## src/rtl/mem_pkg.sv

```systemverilog
// Shared definitions for the memory-access stage.
// Holds the rw request codes from execute, the eight sel access codes,
// the internal access-operation encoding and the transaction FSM states.
package mem_pkg;

    localparam logic [1:0] RW_STORE = 2'b01;
    localparam logic [1:0] RW_LOAD  = 2'b10;
    localparam logic [1:0] RW_NONE  = 2'b11;

    // Store access codes
    localparam logic [3:0] SEL_SB  = 4'b0001;
    localparam logic [3:0] SEL_SH  = 4'b0011;
    localparam logic [3:0] SEL_SW  = 4'b1111;
    // Load access codes (several share bit patterns with store codes)
    localparam logic [3:0] SEL_LB  = 4'b1000;
    localparam logic [3:0] SEL_LH  = 4'b1100;
    localparam logic [3:0] SEL_LW  = 4'b1111;
    localparam logic [3:0] SEL_LBU = 4'b0011;
    localparam logic [3:0] SEL_LHU = 4'b0001;

    typedef enum logic {
        MS_IDLE = 1'b0,
        MS_REQ  = 1'b1
    } ms_state_e;

    // Decoded access, independent of the overlapping sel encodings
    typedef enum logic [2:0] {
        OP_SB, OP_SH, OP_SW, OP_LB, OP_LBU, OP_LH, OP_LHU, OP_LW
    } mem_op_e;

endpackage

```

## src/rtl/mem_stage_load_align.sv

```systemverilog
// load_align: combinational lane selection and sign/zero extension of a
// read word.
//   rdata_i  - word returned by the data memory
//   off_i    - byte offset of the access within the word
//   op_i     - decoded load operation (store ops return the word unchanged)
//   result_o - aligned, extended 32-bit load result
module load_align
    import mem_pkg::*;
(
    input  logic [31:0] rdata_i,
    input  logic [1:0]  off_i,
    input  mem_op_e     op_i,
    output logic [31:0] result_o
);

    logic [7:0]  byte_sel;
    logic [15:0] half_sel;

    always_comb begin
        byte_sel = rdata_i[8*off_i +: 8];
        // Halfword accesses are aligned, so only off[1] picks the lane
        half_sel = off_i[1] ? rdata_i[31:16] : rdata_i[15:0];
        case (op_i)
            OP_LB:   result_o = {{24{byte_sel[7]}}, byte_sel};
            OP_LBU:  result_o = {24'd0, byte_sel};
            OP_LH:   result_o = {{16{half_sel[15]}}, half_sel};
            OP_LHU:  result_o = {16'd0, half_sel};
            default: result_o = rdata_i;
        endcase
    end

endmodule

```

## src/rtl/mem_stage.sv

```systemverilog
// mem_stage: memory-access stage between execute and writeback.
// Decodes loads/stores, runs a req/ack transaction on the data-memory bus,
// aligns load data and registers the writeback fields.
//   clk, rst            - clock, asynchronous active-high reset
//   wd_i/wreg_i/wdata_i - writeback fields from execute
//   mem_addr_i, rw_i, sel_i, mem_data_i - memory request from execute
//   dmem_*              - data-memory bus (req/ack handshake)
//   stall_req_o         - holds execute while a transaction is pending
//   wd_o/wreg_o/wdata_o - registered writeback fields
//   bus_err_o           - one-cycle pulse on misalignment or ack timeout
module mem_stage
    import mem_pkg::*;
#(
    parameter int ACK_TIMEOUT = 16
) (
    input  logic        clk,
    input  logic        rst,
    input  logic [4:0]  wd_i,
    input  logic        wreg_i,
    input  logic [31:0] wdata_i,
    input  logic [11:0] mem_addr_i,
    input  logic [1:0]  rw_i,
    input  logic [3:0]  sel_i,
    input  logic [31:0] mem_data_i,
    output logic        dmem_req,
    output logic        dmem_we,
    output logic [9:0]  dmem_addr,
    output logic [3:0]  dmem_be,
    output logic [31:0] dmem_wdata,
    input  logic        dmem_ack,
    input  logic [31:0] dmem_rdata,
    output logic        stall_req_o,
    output logic [4:0]  wd_o,
    output logic        wreg_o,
    output logic [31:0] wdata_o,
    output logic        bus_err_o
);

    localparam int               CNT_W    = $clog2(ACK_TIMEOUT);
    localparam logic [CNT_W-1:0] CNT_LAST = CNT_W'(ACK_TIMEOUT - 1);

    ms_state_e         state_q, state_d;
    logic [CNT_W-1:0]  cnt_q, cnt_d;
    mem_op_e           op_q, op_d;
    logic [1:0]        off_q, off_d;
    logic              we_q, we_d;
    logic [9:0]        addr_q, addr_d;
    logic [3:0]        be_q, be_d;
    logic [31:0]       bwdata_q, bwdata_d;
    logic [4:0]        lwd_q, lwd_d;
    logic              lwreg_q, lwreg_d;
    logic [31:0]       lwdata_q, lwdata_d;
    logic [4:0]        wd_q, wd_d;
    logic              wreg_q, wreg_d;
    logic [31:0]       wdata_q, wdata_d;
    logic              err_q, err_d;

    logic [1:0]  off;
    mem_op_e     op_dec;
    logic        is_mem, aligned, go, timeout;
    logic [3:0]  be_dec;
    logic [31:0] bwdata_dec, ld_result;

    assign off = mem_addr_i[1:0];

    // Decode; an unrecognised sel with a load/store rw is not a memory op
    always_comb begin
        op_dec = OP_LW;
        is_mem = 1'b0;
        if (rw_i == RW_STORE) begin
            is_mem = 1'b1;
            case (sel_i)
                SEL_SB:  op_dec = OP_SB;
                SEL_SH:  op_dec = OP_SH;
                SEL_SW:  op_dec = OP_SW;
                default: is_mem = 1'b0;
            endcase
        end else if (rw_i == RW_LOAD) begin
            is_mem = 1'b1;
            case (sel_i)
                SEL_LB:  op_dec = OP_LB;
                SEL_LH:  op_dec = OP_LH;
                SEL_LW:  op_dec = OP_LW;
                SEL_LBU: op_dec = OP_LBU;
                SEL_LHU: op_dec = OP_LHU;
                default: is_mem = 1'b0;
            endcase
        end
    end

    always_comb begin
        aligned    = (off == 2'd0);
        be_dec     = 4'b1111;
        bwdata_dec = mem_data_i;
        case (op_dec)
            OP_LB, OP_LBU: aligned = 1'b1;
            OP_LH, OP_LHU: aligned = ~off[0];
            OP_SB: begin
                aligned    = 1'b1;
                be_dec     = 4'b0001 << off;
                bwdata_dec = {4{mem_data_i[7:0]}};
            end
            OP_SH: begin
                aligned    = ~off[0];
                be_dec     = 4'b0011 << off;
                bwdata_dec = {2{mem_data_i[15:0]}};
            end
            default: ;
        endcase
    end

    assign go      = (state_q == MS_IDLE) & is_mem & aligned;
    assign timeout = (state_q == MS_REQ) & ~dmem_ack & (cnt_q == CNT_LAST);
    assign stall_req_o = go | ((state_q == MS_REQ) & ~dmem_ack & ~timeout);

    load_align u_load_align (
        .rdata_i  (dmem_rdata),
        .off_i    (off_q),
        .op_i     (op_q),
        .result_o (ld_result)
    );

    always_comb begin
        state_d  = state_q;
        cnt_d    = cnt_q;
        op_d     = op_q;
        off_d    = off_q;
        we_d     = we_q;
        addr_d   = addr_q;
        be_d     = be_q;
        bwdata_d = bwdata_q;
        lwd_d    = lwd_q;
        lwreg_d  = lwreg_q;
        lwdata_d = lwdata_q;
        err_d    = 1'b0;
        // Default: pass-through into writeback
        wd_d     = wd_i;
        wreg_d   = wreg_i;
        wdata_d  = wdata_i;
        if (state_q == MS_IDLE) begin
            if (go) begin
                state_d  = MS_REQ;
                cnt_d    = '0;
                op_d     = op_dec;
                off_d    = off;
                we_d     = (op_dec == OP_SB) | (op_dec == OP_SH) | (op_dec == OP_SW);
                addr_d   = mem_addr_i[11:2];
                be_d     = be_dec;
                bwdata_d = bwdata_dec;
                lwd_d    = wd_i;
                lwreg_d  = wreg_i;
                lwdata_d = wdata_i;
                wd_d     = '0;
                wreg_d   = 1'b0;
                wdata_d  = '0;
            end else if (is_mem) begin
                // Misaligned: no bus cycle, kill the register write
                err_d  = 1'b1;
                wreg_d = 1'b0;
            end
        end else begin
            if (dmem_ack) begin
                state_d = MS_IDLE;
                wd_d    = lwd_q;
                wreg_d  = lwreg_q;
                wdata_d = we_q ? lwdata_q : ld_result;
            end else begin
                wd_d    = '0;
                wreg_d  = 1'b0;
                wdata_d = '0;
                if (timeout) begin
                    state_d = MS_IDLE;
                    err_d   = 1'b1;
                end else begin
                    cnt_d = cnt_q + 1'b1;
                end
            end
        end
    end

    always_ff @(posedge clk or posedge rst) begin
        if (rst) begin
            state_q  <= MS_IDLE;
            cnt_q    <= '0;
            op_q     <= OP_LW;
            off_q    <= '0;
            we_q     <= 1'b0;
            addr_q   <= '0;
            be_q     <= '0;
            bwdata_q <= '0;
            lwd_q    <= '0;
            lwreg_q  <= 1'b0;
            lwdata_q <= '0;
            wd_q     <= '0;
            wreg_q   <= 1'b0;
            wdata_q  <= '0;
            err_q    <= 1'b0;
        end else begin
            state_q  <= state_d;
            cnt_q    <= cnt_d;
            op_q     <= op_d;
            off_q    <= off_d;
            we_q     <= we_d;
            addr_q   <= addr_d;
            be_q     <= be_d;
            bwdata_q <= bwdata_d;
            lwd_q    <= lwd_d;
            lwreg_q  <= lwreg_d;
            lwdata_q <= lwdata_d;
            wd_q     <= wd_d;
            wreg_q   <= wreg_d;
            wdata_q  <= wdata_d;
            err_q    <= err_d;
        end
    end

    assign dmem_req   = (state_q == MS_REQ);
    assign dmem_we    = we_q;
    assign dmem_addr  = addr_q;
    assign dmem_be    = be_q;
    assign dmem_wdata = bwdata_q;
    assign wd_o       = wd_q;
    assign wreg_o     = wreg_q;
    assign wdata_o    = wdata_q;
    assign bus_err_o  = err_q;

endmodule

```

## config.mk

```make
export PLATFORM = sky130hd
export DESIGN_NAME = mem_stage
export DESIGN_NICKNAME = d
export VERILOG_FILES = /design/src/rtl/mem_pkg.sv /design/src/rtl/mem_stage_load_align.sv /design/src/rtl/mem_stage.sv
export SDC_FILE = /design/constraint.sdc
export NUM_CORES = 1
export LEC_CHECK = 0
export ABC_AREA = 0
export ABC_CLOCK_PERIOD_IN_PS = 11100
export CORE_AREA = 2 2 92 160
export CTS_CLUSTER_DIAMETER = 60
export DETAILED_ROUTE_END_ITERATION = 8
export DIE_AREA = 0 0 94 162
export PLACE_DENSITY = 0.84
export SLEW_MARGIN = 20
export SYNTH_ARGS = -nofsm -noshare
export SYNTH_HDL_FRONTEND = slang
export SYNTH_SLANG_ARGS = --single-unit
export TNS_END_PERCENT = 50
```

## constraint.sdc

```tcl
create_clock -name clk -period 11.1 [get_ports clk]
set_input_delay 2.775 -clock clk [delete_from_list [all_inputs] [get_ports clk]]
set_output_delay 2.775 -clock clk [all_outputs]
set_load 0.01 [all_outputs]
```

==> results of run 1 <==
==> layout make-up <==
class	count	area, µm²
clock buffers	18	439
clock inverters	14	141
fillers	1023	4190
inverters	20	80.1
multi-input cells	420	3310
flip-flops and latches	134	3360
well taps	177	221
repair buffers	219	2170
==> registers in the layout, summed over array words and instances, names as in the netlist, 2 cells and up <==
register / cells
lwdata_q: 32
lwd_q: 5
off_q: 2
dmem_be: 4
wdata_o: 32
wd_o: 5
dmem_addr: 10
dmem_wdata: 32
op_q: 3
cnt_q: 4
==> worst paths after layout <==
path                            endpoint  slack, ns
hold / removal                    wreg_o       0.49
hold reg to reg                   wreg_o       0.49
setup / recovery             stall_req_o       1.99
setup reg to reg            lwdata_q[31]       8.21
max in group asynchronous  dmem_wdata[5]       6.97
min in group asynchronous  dmem_wdata[2]       2.81
==> worst max-delay path, stage by stage <==
cell	delay (ns)
sky130_fd_sc_hd__clkdlybuf4s50_1	0.81
sky130_fd_sc_hd__nor4b_2	0.52
sky130_fd_sc_hd__nand2_1	0.18
sky130_fd_sc_hd__o21ai_0	0.38
sky130_fd_sc_hd__o21a_1	0.32
sky130_fd_sc_hd__o21a_4	0.60
sky130_fd_sc_hd__nand2b_1	0.19
sky130_fd_sc_hd__clkdlybuf4s50_1	0.53
==> power groups by stage <==
stage | clock (W) | sequential (W) | combinational [W]
after floorplan | 0 | 0.000707 | 0.000302
after global placement | 0 | 0.000704 | 0.000568
after detailed placement | 0 | 0.000713 | 0.000584
after CTS | 0.000564 | 0.000707 | 0.000592
after global routing | 0.000586 | 0.000723 | 0.000632
final | 0.000558 | 0.000709 | 0.000591
==> kinds of logic (layout without fill, tap and decap cells) <==
group	after synthesis	count (layout)
AND/OR/NAND/NOR	133	133
XOR/XNOR	3	3
multiplexers	117	117
AO/OA/AOI/OAI	166	166
adder cells (fa/ha/maj)	1	1
buffers and inverters	62	271
flip-flops	134	134
==> per-stage QoR <==
step / cell area, µm² / hold slack (ns) / util / cells
finish: 9710 / 0.489 / 0.699 / 1002
global route: 9710 / 0.518 / 0.699 / 1002
CTS: 9710 / 0.487 / 0.699 / 1002
detailed placement: 9130 / 0.473 / 0.657 / 970
global placement: 9130 / 0.469 / 0.657 / 970
floorplan: 6940 / 0.446 / - / 616
==> metal layers <==
layer / vias to the layer above / share of wire / global-route usage
met5: - / 0 / 0
met4: 0 / 0.047 / 0.150
met3: 65 / 0.080 / 0.0663
met2: 358 / 0.52 / 0.493
met1: 2863 / 0.35 / 0.311
li1: 2596 / - / -
==> layout by cell type (no fill, tap or decap), drive strengths merged, types with 8 or more instances in the layout <==
cell / synthesis / final
o211ai: 16 / 16
nand2: 59 / 59
a22o: 8 / 8
clkbuf: 26 / 18
nand2b: 11 / 11
nor2b: 9 / 9
nor2: 18 / 18
mux2i: 14 / 14
nor3: 9 / 9
dfrtp: 131 / 131
nand3: 10 / 10
buf: 16 / 9
inv: 20 / 26
mux2: 97 / 97
clkdlybuf4s50: 0 / 210
o21ai: 43 / 43
a21oi: 41 / 41
a21o: 30 / 30
==> results summary, run 1 <==
The CTS tree is yes. Setup violations remaining at the end of the flow were counted as 0. The layout overhead on the synthesized area came out at 40.0%. The final net count is roughly 940. The final global-route overflow total came out at 0. The number of maximum-capacitance constraint violations came out at 0.

The area of the die is 15,200 µm². The final count of pins violating max slew came out at 0. The startpoint-to-endpoint class of the critical path is in2out.

The first-pass GRT wire length is around 33 mm. Among all flip-flop cells after synthesis, the most frequent one is sky130_fd_sc_hd__dfrtp_1. STA classifies the critical path endpoint as a primary output. The clock root buffer is sky130_fd_sc_hd__clkbuf_16. The startpoint identified for the worst register-to-register timing path is dmem_req. For this block, the routed nets add up to around 21 mm of wire. The worst path in the final design needs a cycle of between 9 and 10 ns, including I/O delays and setup.

The worst pin sits at a relative slew slack of 0.386. The required time at the endpoint of the critical path is between 8 and 9 ns. The longest clock path from root to sink contains 2 buffers. The cts-stage hold buffer count came out at 0. The latest clock arrival within the worst-skew pair is 0.43 ns. The die boundary width is approximately 94 µm. The number of endpoints with negative hold slack in the final report came to 0. Of the total power, registers draw 0.381.

The routed layout has ~5,900 vias. Setup slack closes at slightly below 2 ns. The routability congestion estimate from global placement came out at 0.886. The initial antenna violation count came out at 0. The average wire per cell in the routed design came out at between 20 and 25 µm. The number of instances in the synthesized netlist is between 600 and 700. The basic-gate share of the synthesized area counting and, or, nand and nor cells is 0.0925.

The post-synthesis compound-gate area fraction is 0.156. The share of synthesized cell area in full adder, half adder and majority cells came out at 0.00180. In this run the most critical hold path is launched from lwreg_q. The final worst clock skew is 0.0132 ns. The pre-CTS setup slack is ~2.0 ns.

The total area inside the core boundary comes to 13,900 µm². For the worst flop-to-flop path, the logic depth is 4. The worst hold path belongs to the class reg2reg. The fraction of power spent switching nets is 0.316. The internal portion of total power is around 0.0013 W.

The total number of H-tree levels came out at 4. The upper clock frequency limit came out at about 110 MHz. The fraction of synthesis flops using an asynchronous set or reset pin came out at 1.00.

The detailed placement HPWL is about 15 mm. The die is ~160 µm tall. In this run, the number of DRC markers left after iteration 0 of detailed routing was between 300 and 400.

The number of distinct library cells after synthesis came out at just over 50. The most instantiated library cell after synthesis is sky130_fd_sc_hd__dfrtp_1. The total negative slack for setup checks came out at 0 ns. The portion of the post-synthesis area used by sequential elements came out at 0.484. In this run the remaining antenna-violating nets after routing total 0.

The power share of the combinational group came out at 0.318. The peak fanout along the critical path came out at 39. The synthesized design contains 0 enable-type register cells. The via count normalized by instance count is 5.87. The most critical setup path has its startpoint at sel_i[1]. The number of global-route vias before repair is between 6,000 and 7,000.

The initialized floorplan defines 57 standard-cell rows. about 210 I/O pins were placed. After synthesis the netlist holds a flip-flop and latch count of roughly 130. The post-route fraction of the period consumed by the critical path is 0.821. The worst IR drop on VDD is 0.000104 V.

Setup repair after global routing left no endpoint under its margin. Yosys printed 0 warnings. The net count of the mapped netlist came out at 740.

By count the netlist is led by sky130_fd_sc_hd__dfrtp_1, sky130_fd_sc_hd__nand2_1, sky130_fd_sc_hd__mux2_2, sky130_fd_sc_hd__mux2_4, sky130_fd_sc_hd__o21ai_0. The iteration count of the initial detailed-routing pass came out at 4. A synthesized cell averages between 10 and 15 µm². The post-CTS setup buffer count is 0. The TritonCTS sink count is between 100 and 150. The switching power summed over all nets is roughly 0.0006 W. The share of synthesized area in the top cell type comes to 0.472. The largest net degree at the start of global routing is 70.

By area, the combinational part of the netlist is dominated by multiplexers. The clock transition at the registers of the reported paths is about 0.060 ns. The synthesized area came out at just under 7000 µm². The post-cts sizing count came out at 0. The leakage power figure is around 4.2 nW. The flow ran to the end, and the final reports show no timing, DRC or antenna violations. The fraction of final layout cells with drive strength greater than 1 is 0.188. The portion of synthesized area spent on multiplexers is 0.220. The TritonCTS buffer count is 17. In the routed design, unresolved DRC markers number 0.

The worst setup path is launched from an input pin. For this configuration, the core starts out at a cell density of 0.499. The number of diodes came out at 0. Ranked by total cell area, the synthesized netlist is headed by sky130_fd_sc_hd__dfrtp_1, sky130_fd_sc_hd__mux2_4, sky130_fd_sc_hd__mux2_2, sky130_fd_sc_hd__a21o_1, sky130_fd_sc_hd__nand2_1. Total power for the finished layout comes to ~0.0019 W.

The port buffer count came out at 210. The slew at the pin closest to its max-slew limit came out at about 0.9 ns. The synthesized design spends more area on one cell type than any other, namely sky130_fd_sc_hd__dfrtp_1. Power spread over the standard cell area amounts to ~190 nW/µm². The hold path depth came out at 2. The synthesized-area fraction occupied by xor and xnor cells came out at 0.00379. The data arrival time of the critical path came out at ~6.3 ns. The share of total power dissipated in the clock network is 0.301. The combined global-route utilization of all metal layers came out at 0.282.
No activity file was read; power rests on OpenSTA's default activity.
==> inputs of run 2 (changes only) <==
Settings changed: ABC_CLOCK_PERIOD_IN_PS 11100 to 8840, CORE_AREA 2 2 92 160 to 2 2 94 165, DIE_AREA 0 0 94 162 to 0 0 96 167, PLACE_DENSITY 0.84 to 0.8.
Clock period 11.1 ns to 8.84 ns, I/O delays scaled along.
==> results summary, run 2 (synthesis results as in run 1) <==
The layout overhead on the synthesized area is 40.6%. The combined global-route utilization of all metal layers is 0.269 (-0.0129). The number of vias after detailed routing is 5,862 (-0.34%). On the critical path, the stage with the largest delay is an instance of sky130_fd_sc_hd__clkdlybuf4s50_1.

The total negative slack for setup checks came out at 0 ns (unchanged). The upper clock frequency limit is ~140 MHz. The peak fanout along the critical path came out at 29 (-26%). The final global-route overflow total was 0 (unchanged).

The total number of H-tree levels came out at 4 (unchanged). The total power divided by cell area was 240 nW/µm² (+25%). The setup-violating endpoint count in the final report came to 0 (unchanged). The post-CTS setup buffer count came out at 0 (unchanged).

The floorplan core area is 14,700 µm² (+5.6%). The critical path depth is 9 (+1). The worst setup path is launched from an input pin. The routability congestion estimate from global placement came out at 0.947 (+6.9%). The signal on the critical path passes through clkdlybuf4s50_1 -> buf_4 -> nor4b_2 -> nand2_1 -> o21ai_0 -> o21a_1 -> o21a_4 -> nand2b_1 -> clkdlybuf4s50_1. The post-route fraction of the period consumed by the critical path came out at 0.838. The setup slack on the worst flop-to-flop path came out at 5.62 ns (-2.59 ns). The worst setup path is captured at a primary output. The path category of the worst min-delay check is reg2reg.

The detailed placement HPWL is 15.1 mm (-0.45%). The power share of the combinational group was 0.318 (about the same). The starting density of the core came to 0.472 (-0.0266). The part of the power in the clock network is 0.301 (about the same). The fraction of final layout cells with drive strength greater than 1 is 0.188 (-0.000227).

The startpoint of the lowest-slack register-to-register path is off_q[1]. The hold path depth came out at 2 (unchanged). The average wire per cell in the routed design came out at 20.9 µm (-1.6%). The TritonCTS sink count is 134 (unchanged). The number of diodes came out at 0 (unchanged). Tracing the worst setup path back leads to its startpoint at sel_i[1]. The library cell used most frequently in the layout, excluding fill and tap cells, is sky130_fd_sc_hd__clkdlybuf4s50_1.

The number of placement rows is 59 (+3.5%). The number of maximum-capacitance constraint violations is 0 (unchanged). TritonCTS built the clock tree. The total chip power is 0.00234 W (+26%).

The number of endpoints with negative hold slack in the final report is 0 (unchanged). The latest clock arrival within the worst-skew pair came out at 0.41 ns (-0.02 ns). Among cell families on the critical path, the largest total delay comes from compound AO/OA/AOI/OAI gates.

The worst reg-to-reg path cell count came to 6 (+2). The combined buffer and inverter count along the critical path was 3 (+1). The maximum buffer depth of the clock tree is 2 (unchanged). The flow ran to the end, and the final reports show no timing, DRC or antenna violations. The final net count came out at 937 (+0.11%).

The post-cts sizing count came out at 0 (unchanged). The DRC violation count after routing came out at 0 (unchanged). In this run the clock root is driven by a sky130_fd_sc_hd__clkbuf_16. In the layout the commonest cells are sky130_fd_sc_hd__clkdlybuf4s50_1, sky130_fd_sc_hd__dfrtp_1, sky130_fd_sc_hd__nand2_1, sky130_fd_sc_hd__mux2_2, sky130_fd_sc_hd__mux2_4. The required time at the endpoint of the critical path came out at 6.63 ns (-1.70 ns). The switching power summed over all nets is 0.000727 W (+24%). The initial antenna violation count is 0 (unchanged). The relative slew slack came out at 0.284 (-0.103).

The sequential fraction of design power is 0.381 (about the same). The number of design-rule violations left by the first detailed-router iteration came to 289 (-5.9%). The end of the critical path is stall_req_o. The via count normalized by instance count is 5.81 (-1.0%). The critical path is of the in2out type. The cts-stage hold buffer count was 0 (unchanged). The worst IR drop on VDD is 0.000129 V (+24%).

The clock transition at the registers of the reported paths is 0.06 ns (about the same). The cell seen most often among critical-path stages is sky130_fd_sc_hd__clkdlybuf4s50_1. The TritonCTS buffer count is 17 (unchanged).

Setup repair after global routing left no endpoint under its margin. The clock period could shrink to approximately 7.4 ns. The top-level port count is 211 (unchanged). The aggregate routed wire length came out at 21.1 mm (-0.87%). The antenna violation net count after detailed routing is 0 (unchanged).

The number of global-route vias before repair came out at 6,235 (-0.46%). The iteration count of the initial detailed-routing pass is 8 (+4). The final worst clock skew came to 0.0138 ns (+0.000656 ns). The largest net degree at the start of global routing came out at 78 (+11%).

The die boundary width is 96 µm (+2.1%). The endpoint identified for the worst register-to-register timing path is wdata_o[16]. The fraction of power spent switching nets was 0.311 (-0.00569). The internal portion of total power came out at 0.00161 W (+27%).

The delay of the slowest cell on the worst path is 0.53 ns (-0.28 ns). The leakage power figure is 4.23 nW (+0.17%). The area of the die is 16,000 µm² (+5.3%). The slew at the pin closest to its max-slew limit came to 1.07 ns (+0.154 ns).

The data arrival time of the critical path is 5.20 ns (-1.14 ns). The first-pass GRT wire length is 32.7 mm (-0.25%). The overall die height is 167 µm (+3.1%). The final count of pins violating max slew is 0 (unchanged). The port buffer count is 210 (unchanged).
[run 2: cell types whose count changed in the layout (fill, tap and decap cells not counted)]
cell / previous run / this run
sky130_fd_sc_hd__bufinv_16: 1 / 2
sky130_fd_sc_hd__clkbuf_1: 0 / 2
sky130_fd_sc_hd__buf_16: 0 / 1
sky130_fd_sc_hd__clkbuf_8: 1 / 0
sky130_fd_sc_hd__a211oi_1: 2 / 1
sky130_fd_sc_hd__a211oi_2: 0 / 1
sky130_fd_sc_hd__clkinv_4: 3 / 2
sky130_fd_sc_hd__inv_8: 2 / 0
sky130_fd_sc_hd__clkinvlp_4: 3 / 4
[run 2: stage by stage]
stage	worst slack, ns	area, µm²	util	hold WS (ns)	std cells
after floorplan	2.76	6940	-	0.446	616
after global placement	1.63	9150	0.623	0.468	976
after detailed placement	1.42	9150	0.623	0.475	976
after CTS	1.43	9730	0.662	0.501	1008
after global routing	1.31	9750	0.664	0.514	1009
final	1.43	9750	0.664	0.498	1009
[run 2: routing by layer]
| layer | track usage | vias to the layer above | wire length, µm | share of wire |
|---|---|---|---|---|
| met1 | 0.296 | 2823 | 7370 | 0.35 |
| met3 | 0.0769 | 68 | 1890 | 0.089 |
| li1 | - | 2612 | - | - |
| met2 | 0.441 | 359 | 10600 | 0.50 |
| met4 | 0.171 | 0 | 1220 | 0.058 |
| met5 | 0 | - | 0 | 0 |
[run 2: how the worst min path moves through the flow]
| stage | from | to |
|---|---|---|
| floorplan | lwreg_q | wreg_o |
| global placement | lwreg_q | wreg_o |
| detailed placement | lwreg_q | wreg_o |
| CTS | lwreg_q | wreg_o |
| global route | lwdata_q[4] | lwdata_q[4] |
| finish | lwreg_q | wreg_o |
[run 2: final cells by class]
| cell class | instances | area (µm²) |
|---|---|---|
| Fill cell | 1117 | 4940 |
| Multi-Input combinational cell | 420 | 3310 |
| Timing Repair Buffer | 220 | 2200 |
| Clock buffer | 19 | 433 |
| Sequential cell | 134 | 3360 |
| Clock inverter | 13 | 148 |
| Tap cell | 183 | 229 |
| Inverter | 20 | 80.1 |
[run 2: power by group through the flow]
stage	combinational [W]	sequential, W	clock [W]
2_1_floorplan	0.000380	0.000888	0
3_3_place_gp	0.000718	0.000885	0
3_5_place_dp	0.000737	0.000895	0
4_1_cts	0.000742	0.000889	0.000715
5_1_grt	0.000795	0.000911	0.000741
6_report	0.000743	0.000890	0.000705
[run 2: worst reg2reg max path, stage by stage, from the launching register on]
cell and delay (ns):
sky130_fd_sc_hd__dfrtp_1 0.94, sky130_fd_sc_hd__mux4_2 0.42, sky130_fd_sc_hd__nor3_1 0.08, sky130_fd_sc_hd__a211oi_2 0.85, sky130_fd_sc_hd__o21ai_0 0.50, sky130_fd_sc_hd__a21oi_1 0.27, sky130_fd_sc_hd__a21o_1 0.10
